`config.mk`:
```
export PLATFORM = sky130hd
export DESIGN_NAME = serial_add_sub
export DESIGN_NICKNAME = d
export VERILOG_FILES = /design/src/rtl/serial_add_sub.sv
export SDC_FILE = /design/constraint.sdc
export NUM_CORES = 1
export LEC_CHECK = 0
export CAP_MARGIN = 20
export CORE_MARGIN = 1
export CORE_UTILIZATION = 46
export DETAILED_ROUTE_END_ITERATION = 8
export PLACE_DENSITY_LB_ADDON = 0.05
export SKIP_CTS_REPAIR_TIMING = 1
export SLEW_MARGIN = 20
export SYNTH_ARGS = -nofsm -noshare
export SYNTH_HDL_FRONTEND = slang
export SYNTH_SLANG_ARGS = --single-unit
```
`constraint.sdc`:
```
create_clock -name clock -period 3.11 [get_ports clock]
set_clock_uncertainty 0.15 [all_clocks]
set_input_delay 0.933 -clock clock [delete_from_list [all_inputs] [get_ports clock]]
set_output_delay 0.933 -clock clock [all_outputs]
set_load 0.005 [all_outputs]
```
`src/rtl/serial_add_sub.sv`:
```
// Digit-serial adder/subtractor: DIGIT bits per clock through a ripple of full_adder cells,
// with the inter-digit carry held in a register. Start/done handshake, flags valid from done.
module full_adder (
  input  logic a_i,
  input  logic b_i,
  input  logic c_i,
  output logic s_o,
  output logic c_o
);
  assign s_o = a_i ^ b_i ^ c_i;
  assign c_o = (a_i & b_i) | (c_i & (a_i ^ b_i));
endmodule

module serial_add_sub #(
  parameter int WIDTH = 8,
  parameter int DIGIT = 1
) (
  input  logic             clock,
  input  logic             reset,
  input  logic             start,
  input  logic             mode,
  input  logic [WIDTH-1:0] input1,
  input  logic [WIDTH-1:0] input2,
  input  logic             carry_in,
  output logic             busy,
  output logic             done,
  output logic [WIDTH-1:0] sum,
  output logic             carry_out,
  output logic             overflow,
  output logic             zero
);
  localparam int N  = WIDTH / DIGIT;
  localparam int CW = (N > 1) ? $clog2(N) : 1;
  localparam logic [CW-1:0] LAST = CW'(N - 1);

  typedef enum logic [1:0] {
    IDLE = 2'd0,
    RUN  = 2'd1,
    DONE = 2'd2
  } state_t;

  state_t           state_q, state_d;
  logic [CW-1:0]    cnt_q, cnt_d;
  logic             carry_q, carry_d;
  logic [WIDTH-1:0] a_q, a_d;
  logic [WIDTH-1:0] b_q, b_d;
  logic [WIDTH-1:0] sum_q, sum_d;
  logic             cout_q, cout_d;
  logic             ovf_q, ovf_d;
  logic             zero_q, zero_d;
  logic             busy_q, busy_d;
  logic             done_q, done_d;

  logic [DIGIT-1:0] da_s, db_s, ds_s;
  logic             msb_cin_s, chain_cout_s;

  // Pick the operand digit addressed by the counter.
  always_comb begin
    da_s = {DIGIT{1'b0}};
    db_s = {DIGIT{1'b0}};
    for (int i = 0; i < N; i++) begin
      da_s = (cnt_q == CW'(i)) ? a_q[i*DIGIT +: DIGIT] : da_s;
      db_s = (cnt_q == CW'(i)) ? b_q[i*DIGIT +: DIGIT] : db_s;
    end
  end

  // Per-stage carry nets keep the ripple free of a self-referencing vector.
  for (genvar g = 0; g < DIGIT; g++) begin : g_chain
    logic ci_s;
    logic co_s;
    if (g == 0) begin : g_first
      assign ci_s = carry_q;
    end else begin : g_next
      assign ci_s = g_chain[g-1].co_s;
    end
    full_adder u_fa (
      .a_i (da_s[g]),
      .b_i (db_s[g]),
      .c_i (ci_s),
      .s_o (ds_s[g]),
      .c_o (co_s)
    );
  end

  assign msb_cin_s    = g_chain[DIGIT-1].ci_s;
  assign chain_cout_s = g_chain[DIGIT-1].co_s;

  // Next-state and datapath update.
  always_comb begin
    state_d = state_q;
    cnt_d   = cnt_q;
    carry_d = carry_q;
    a_d     = a_q;
    b_d     = b_q;
    sum_d   = sum_q;
    cout_d  = cout_q;
    ovf_d   = ovf_q;
    zero_d  = zero_q;
    busy_d  = busy_q;
    done_d  = 1'b0;
    case (state_q)
      IDLE, DONE: begin
        if (start) begin
          // Subtraction runs as A + ~B + ~borrow, i.e. A - B - carry_in.
          a_d     = input1;
          b_d     = mode ? ~input2 : input2;
          carry_d = mode ^ carry_in;
          cnt_d   = {CW{1'b0}};
          state_d = RUN;
          busy_d  = 1'b1;
        end else begin
          state_d = IDLE;
          busy_d  = 1'b0;
        end
      end
      RUN: begin
        for (int i = 0; i < N; i++) begin
          sum_d[i*DIGIT +: DIGIT] = (cnt_q == CW'(i)) ? ds_s : sum_q[i*DIGIT +: DIGIT];
        end
        carry_d = chain_cout_s;
        if (cnt_q == LAST) begin
          cnt_d   = {CW{1'b0}};
          state_d = DONE;
          busy_d  = 1'b0;
          done_d  = 1'b1;
          cout_d  = chain_cout_s;
          ovf_d   = msb_cin_s ^ chain_cout_s;
          zero_d  = (sum_d == {WIDTH{1'b0}});
        end else begin
          cnt_d   = cnt_q + CW'(1);
        end
      end
      default: begin
        state_d = IDLE;
        busy_d  = 1'b0;
      end
    endcase
  end

  // State and output registers with synchronous reset.
  always_ff @(posedge clock) begin
    if (reset) begin
      state_q <= IDLE;
      cnt_q   <= {CW{1'b0}};
      carry_q <= 1'b0;
      a_q     <= {WIDTH{1'b0}};
      b_q     <= {WIDTH{1'b0}};
      sum_q   <= {WIDTH{1'b0}};
      cout_q  <= 1'b0;
      ovf_q   <= 1'b0;
      zero_q  <= 1'b0;
      busy_q  <= 1'b0;
      done_q  <= 1'b0;
    end else begin
      state_q <= state_d;
      cnt_q   <= cnt_d;
      carry_q <= carry_d;
      a_q     <= a_d;
      b_q     <= b_d;
      sum_q   <= sum_d;
      cout_q  <= cout_d;
      ovf_q   <= ovf_d;
      zero_q  <= zero_d;
      busy_q  <= busy_d;
      done_q  <= done_d;
    end
  end

  assign busy      = busy_q;
  assign done      = done_q;
  assign sum       = sum_q;
  assign carry_out = cout_q;
  assign overflow  = ovf_q;
  assign zero      = zero_q;
endmodule

```
Yosys cells after proc, flatten, opt, wreduce, memory -nomap -nowiden. Index checks and enable logic that the tools add are counted.

Bits in registers: 35. Logic and storage cells: 78. Bits of input ports: 21.

Bitwise gates (word level): 9. Add/subtract/negate cells: 1. Equal/unequal tests: 11. Muxes and demuxes: 37. Reductions and logical operators: 9.

Operator list (number): $mux W1 (29); $eq A3 B3 Y1 const B (4); $logic_not A8 Y1 (1); $mux W8 (1); $not A8 Y8 (1); $eq A3 B2 Y1 const B (2); $mux W3 (2); $pmux W3 S2 (1); $reduce_and A2 Y1 (3); $ne A2 B2 Y1 const B (2); $pmux W1 S2 (2); $pmux W2 S2 (1); $reduce_or A2 Y1 (2); $xor A1 B1 Y1 (4); $add A3 B1 Y3 const B (1); $eq A3 B1 Y1 const B (1); $logic_not A3 Y1 (1); $and A1 B1 Y1 (2); $eq A2 B1 Y1 const B (1); $eq A2 B2 Y1 const B (1); $logic_not A2 Y1 (1); $mux W2 (1); $reduce_bool A2 Y1 (1); $not A1 Y1 (1); $or A1 B1 Y1 (1).

Logic depth before layout (Yosys ltp). Gate-level depths: netlist of run 1.

Depth in word-level cells: 13. Gate-level depth with buffers: 14. Gate-level depth less buffers: 12.

Cells and area by module. Synthesis of run 1 repeated with hierarchy kept, for this count alone.

Cell total of the unflattened synthesis: 213. Area, all modules: 1800.5 um^2.

Modules (own cells, without submodules): serial_add_sub (cells each 212, area an instance 1780.5 um^2, times used 1); full_adder (cells each 1, area an instance 20.0 um^2, times used 1).

Worst setup path before layout of run 1. No wires, ideal clock.

Path kind: reg2reg. From: reg cnt_q[0]. To: reg zero_q (netlist: zero). Period minus slack after synthesis: 3.051 ns. Path slack: 0.059 ns. Data arrival time: 2.831 ns. Cell stages (with the launch flop): 13. Required time: 2.890 ns. Cells stage by stage: dfxtp_1 -> ha_1 -> ha_1 -> a221oi_1 -> o21ai_0 -> a221oi_1 -> a211oi_1 -> fa_1 -> buf_2 -> o21ai_0 -> a2111oi_4 -> o311ai_1 -> a21oi_1.

Word-level cells in the longest chain between the ends: 13. Elaborated cells on any way between the ends: 36.

Ends and longest elaborated chain: start: declaration (RTL line 43) `logic [CW-1:0] cnt_q, cnt_d;`; start signal: assignment (RTL line 144) `cnt_q <= {CW{1'b0}};`; start signal: assignment (RTL line 156) `cnt_q <= cnt_d;`; $logic_not A3 Y1 (RTL line 62, 63, 118); $mux W1 (on tied branches) (8 in series) (RTL line 62, 63); $xor A1 B1 Y1 (2 in series) (RTL line 10) `assign s_o = a_i ^ b_i ^ c_i;`; $mux W1 (RTL line 118) `sum_d[i*DIGIT +: DIGIT] = (cnt_q == CW'(i)) ? ds_s : sum_q[i*DIGIT +: DIGIT];`; $logic_not A8 Y1 (RTL line 128) `zero_d = (sum_d == {WIDTH{1'b0}});`; end signal: assignment (RTL line 163) `zero_q <= zero_d;`; end: declaration (RTL line 50) `logic zero_q, zero_d;`.

Parallel ways exist; a longest one is shown, timed or not. A chain may end at the register's enable or synchronous reset.

Final worst setup path of run 1. Ends and elaborated chain as after synthesis.

==> results of run 1 <==
## final cells by class
type / instances / area, sq um
well taps: 48 / 60.1
repair buffers: 45 / 424
multi-input cells: 149 / 980
flip-flops and latches: 35 / 706
fillers: 317 / 1370
clock inverters: 2 / 12.5
clock buffers: 6 / 72.6
inverters: 10 / 37.5
## where the power goes
| part | internal (W) | switching (W) | total (W) |
|---|---|---|---|
| clock | 0.000156 | 0.000158 | 0.000314 |
| sequential | 0.000471 | 0.0000166 | 0.000487 |
| combinational | 0.000110 | 0.000101 | 0.000211 |
## state kept, by name, summed over array words and instances (netlist names)
register	count
overflow	1
cnt_q	3
sum	8
a_q	8
zero	1
carry_q	1
done	1
busy	1
state_q	2
carry_out	1
b_q	8
## cell families after synthesis
| family | count (synthesis) |
|---|---|
| compound gates | 63 |
| buf+inv | 25 |
| fa+ha+maj | 7 |
| mux | 1 |
| simple gates | 68 |
| flops | 35 |
| xor+xnor | 10 |
## synth_stat cells (all sizes together)
library cell,count,share of area [%]
a2111oi,1,1.6
a211o,1,0.50
a211oi,12,5.2
a21boi,1,0.43
a21o,1,0.43
a21oi,24,6.9
a221oi,2,1.0
a311oi,7,3.5
a31oi,1,0.36
a32o,1,0.57
a32oi,1,0.50
and2b,1,0.57
buf,7,2.5
clkbuf,8,2.9
dfxtp,35,40
fa,1,1.1
ha,6,4.3
inv,10,2.1
mux2i,1,0.57
nand2,28,6.2
nand2b,3,1.1
nand3,1,0.29
nor2,27,5.8
nor2b,2,0.72
nor3,3,0.86
nor3b,2,0.86
nor4,1,0.36
o21ai,7,2.0
o22ai,2,0.72
o311ai,1,0.50
o32ai,1,0.50
xnor2,9,4.5
xor2,1,0.50
## path summary, 6_finish.rpt
| path | startpoint | end | slack (ps) | cells after the start |
|---|---|---|---|---|
| worst max-delay path | cnt_q[0]$_SDFFE_PP0P_ | zero$_SDFFE_PP0P_ | 110 | 12 |
| worst min-delay path | zero$_SDFFE_PP0P_ | zero$_SDFFE_PP0P_ | 310 | 2 |
| worst max register to register | cnt_q[0]$_SDFFE_PP0P_ | zero$_SDFFE_PP0P_ | 110 | 12 |
| worst min register to register | zero$_SDFFE_PP0P_ | zero$_SDFFE_PP0P_ | 310 | 2 |
## cells in the final DEF (no fill, tap or decap), types with 2 or more instances in the layout
master | Yosys | final
nand2_1 | 27 | 27
o22ai_1 | 2 | 2
o21ai_1 | 0 | 3
nor2_1 | 27 | 27
inv_1 | 10 | 10
a221oi_2 | 0 | 2
dfxtp_1 | 35 | 33
nor2b_1 | 2 | 2
buf_4 | 1 | 11
a311oi_1 | 7 | 7
a211oi_1 | 12 | 11
ha_2 | 0 | 2
nor3_1 | 3 | 3
xnor2_1 | 9 | 9
clkdlybuf4s50_1 | 0 | 33
nand2b_1 | 3 | 3
o21ai_0 | 7 | 4
ha_4 | 0 | 3
a21oi_1 | 24 | 24
clkbuf_8 | 2 | 5
## worst max-delay path: stages, from the launching register on
cell,delay (ps)
dfxtp_4,370
ha_4,170
ha_4,180
a221oi_2,270
o21ai_1,120
a221oi_2,290
a211oi_2,70
fa_1,510
buf_6,150
a21oi_1,120
nor3_1,60
o311ai_1,310
a21oi_1,100
## metal layers
layer | up-vias | wire (um) | track usage, %
li1 | 801 | - | -
met1 | 752 | 1850 | 24.9
met2 | 40 | 1870 | 36.3
met3 | 6 | 163 | 5.80
met4 | 0 | 70 | 9.09
met5 | - | 0 | 0
## stage by stage
step | setup slack, ps | util [%] | cell area, sq um | setup TNS, ps
after floorplan | 59.0 | - | 1750 | 0
after global placement | 149 | 57.7 | 2110 | 0
after detailed placement | 32.4 | 57.7 | 2110 | 0
after CTS | 12.1 | 60.0 | 2200 | 0
after global routing | -40.9 | 62.6 | 2290 | -40.9
final | 111 | 62.6 | 2290 | 0
==> flow_metrics.py, run 1 <==
metrics = {
    "status": {
        "outcome": "finished, final reports clean",
    },
    "logic_synthesis": {
        "ys_ff_latch": 35,
        "synth.distinct_cells": 37,
        "synth_area_sq_um": 1750,
        "muxShareOfSynthArea_pct": 0.573,
        "synth_area_per_cell_sq_um": 8.36,
        "synth_adder_area_share_pct": 5.44,
        "synth-simple-area-share_pct": 16.7,
        "ys_seq_area_share_pct": 40.1,
        "synth_xor_area_share_pct": 5.01,
        "synthCells": 209,
        "synth_top_family_by_area": "compound AO/OA/AOI/OAI gates",
        "synth-compound-area-share_pct": 24.6,
        "synth_warnings": 0,
        "syn_nets": 237,
    },
    "sta": {
        "hold_viol_final": 0,
        "finalCritPeriodShare_pct": 96.4,
        "final-setup-viol-count": 0,
        "tightest_slew_ps": 435,
        "worst_hold_slack_ps": 308,
        "period_needed_ps": 3000,
        "slew_violations": 0,
        "slew-limit-headroom_pct": 71.0,
        "clock.fmax_mhz": 333,
    },
    "floorplanning": {
        "initial_core_util_pct": 47.7,
        "die_h_um": 63.6,
        "core.rowCount": 22,
        "ios": 34,
        "die_w_um": 63.6,
        "die_area_sq_um": 4050,
        "core_sq_um": 3660,
    },
    "clocking": {
        "cts_tree": "built",
        "cts-root-buf": "clkbuf_8",
        "htree_levels": 2,
        "cts_buffers": 5,
        "clk_pin_slew_worst_paths_ps": 70,
        "clockBufferDepth": 2,
        "clock_latency_ps": 290,
        "cts_sinks": 35,
    },
    "drt": {
        "viasPerCell": 5.42,
        "wl_mm": 3.95,
        "vias": 1599,
        "first_pass_iters": 6,
        "drc": 0,
        "drt_iter0_drc": 74,
        "ant_nets": 0,
        "wl_per_cell_um": 13.4,
    },
    "power_and_ir_drop": {
        "vdd_drop_max_mv": 0.263,
        "power_density_nw_per_um2": 442,
        "power.leakage_nw": 0.797,
        "fin_total_pwr_w": 0.00101,
    },
    "job": {
        "cap_violations": 0,
    },
    "placed_design": {
        "hpwlAfterDp_mm": 2.79,
        "io_buffers": 33,
        "place_congestion": 0.847,
        "dp.cells": 284,
    },
    "cells_and_area": {
        "drive_gt1_share_pct": 13.4,
        "diodes": 0,
        "fin_cells": 295,
        "nNetsFinal": 274,
        "area_growth_pct": 31.2,
    },
    "global_route": {
        "grt_pass1_vias": 1522,
        "grt_pass1_wl_mm": 6.68,
        "antenna_found_initial": 0,
        "grt_overflow": 0,
        "grt_max_degree": 36,
        "grtUsageTotal_pct": 21.3,
    },
    "critical_path": {
        "cp_max_fo": 8,
        "cp.required_ps": 3120,
        "path_class": "reg2reg",
        "crit_arrival_ps": 3010,
        "start_kind": "register",
        "worst_setup_path_end_kind": "register",
    },
    "hold_path": {
        "hp-class": "reg2reg",
    },
}
Power figures use the tool's default switching activity.
==> run 2, diff against run 1 <==
--- a/config.mk
+++ b/config.mk
@@ -9,6 +9,7 @@
 export CORE_MARGIN = 1
 export CORE_UTILIZATION = 46
 export DETAILED_ROUTE_END_ITERATION = 8
+export HOLD_SLACK_MARGIN = 0.02
 export PLACE_DENSITY_LB_ADDON = 0.05
 export SKIP_CTS_REPAIR_TIMING = 1
 export SLEW_MARGIN = 20
==> results of run 2 <==
The final DEF is identical to that of run 1; final timing and power are the same.
==> run 3, diff against run 2 <==
--- a/config.mk
+++ b/config.mk
@@ -8,6 +8,7 @@
 export CAP_MARGIN = 20
 export CORE_MARGIN = 1
 export CORE_UTILIZATION = 46
+export CTS_CLUSTER_SIZE = 25
 export DETAILED_ROUTE_END_ITERATION = 8
 export HOLD_SLACK_MARGIN = 0.02
 export PLACE_DENSITY_LB_ADDON = 0.05
==> results of run 3 <==
The final DEF is identical to that of run 1; final timing and power are the same.
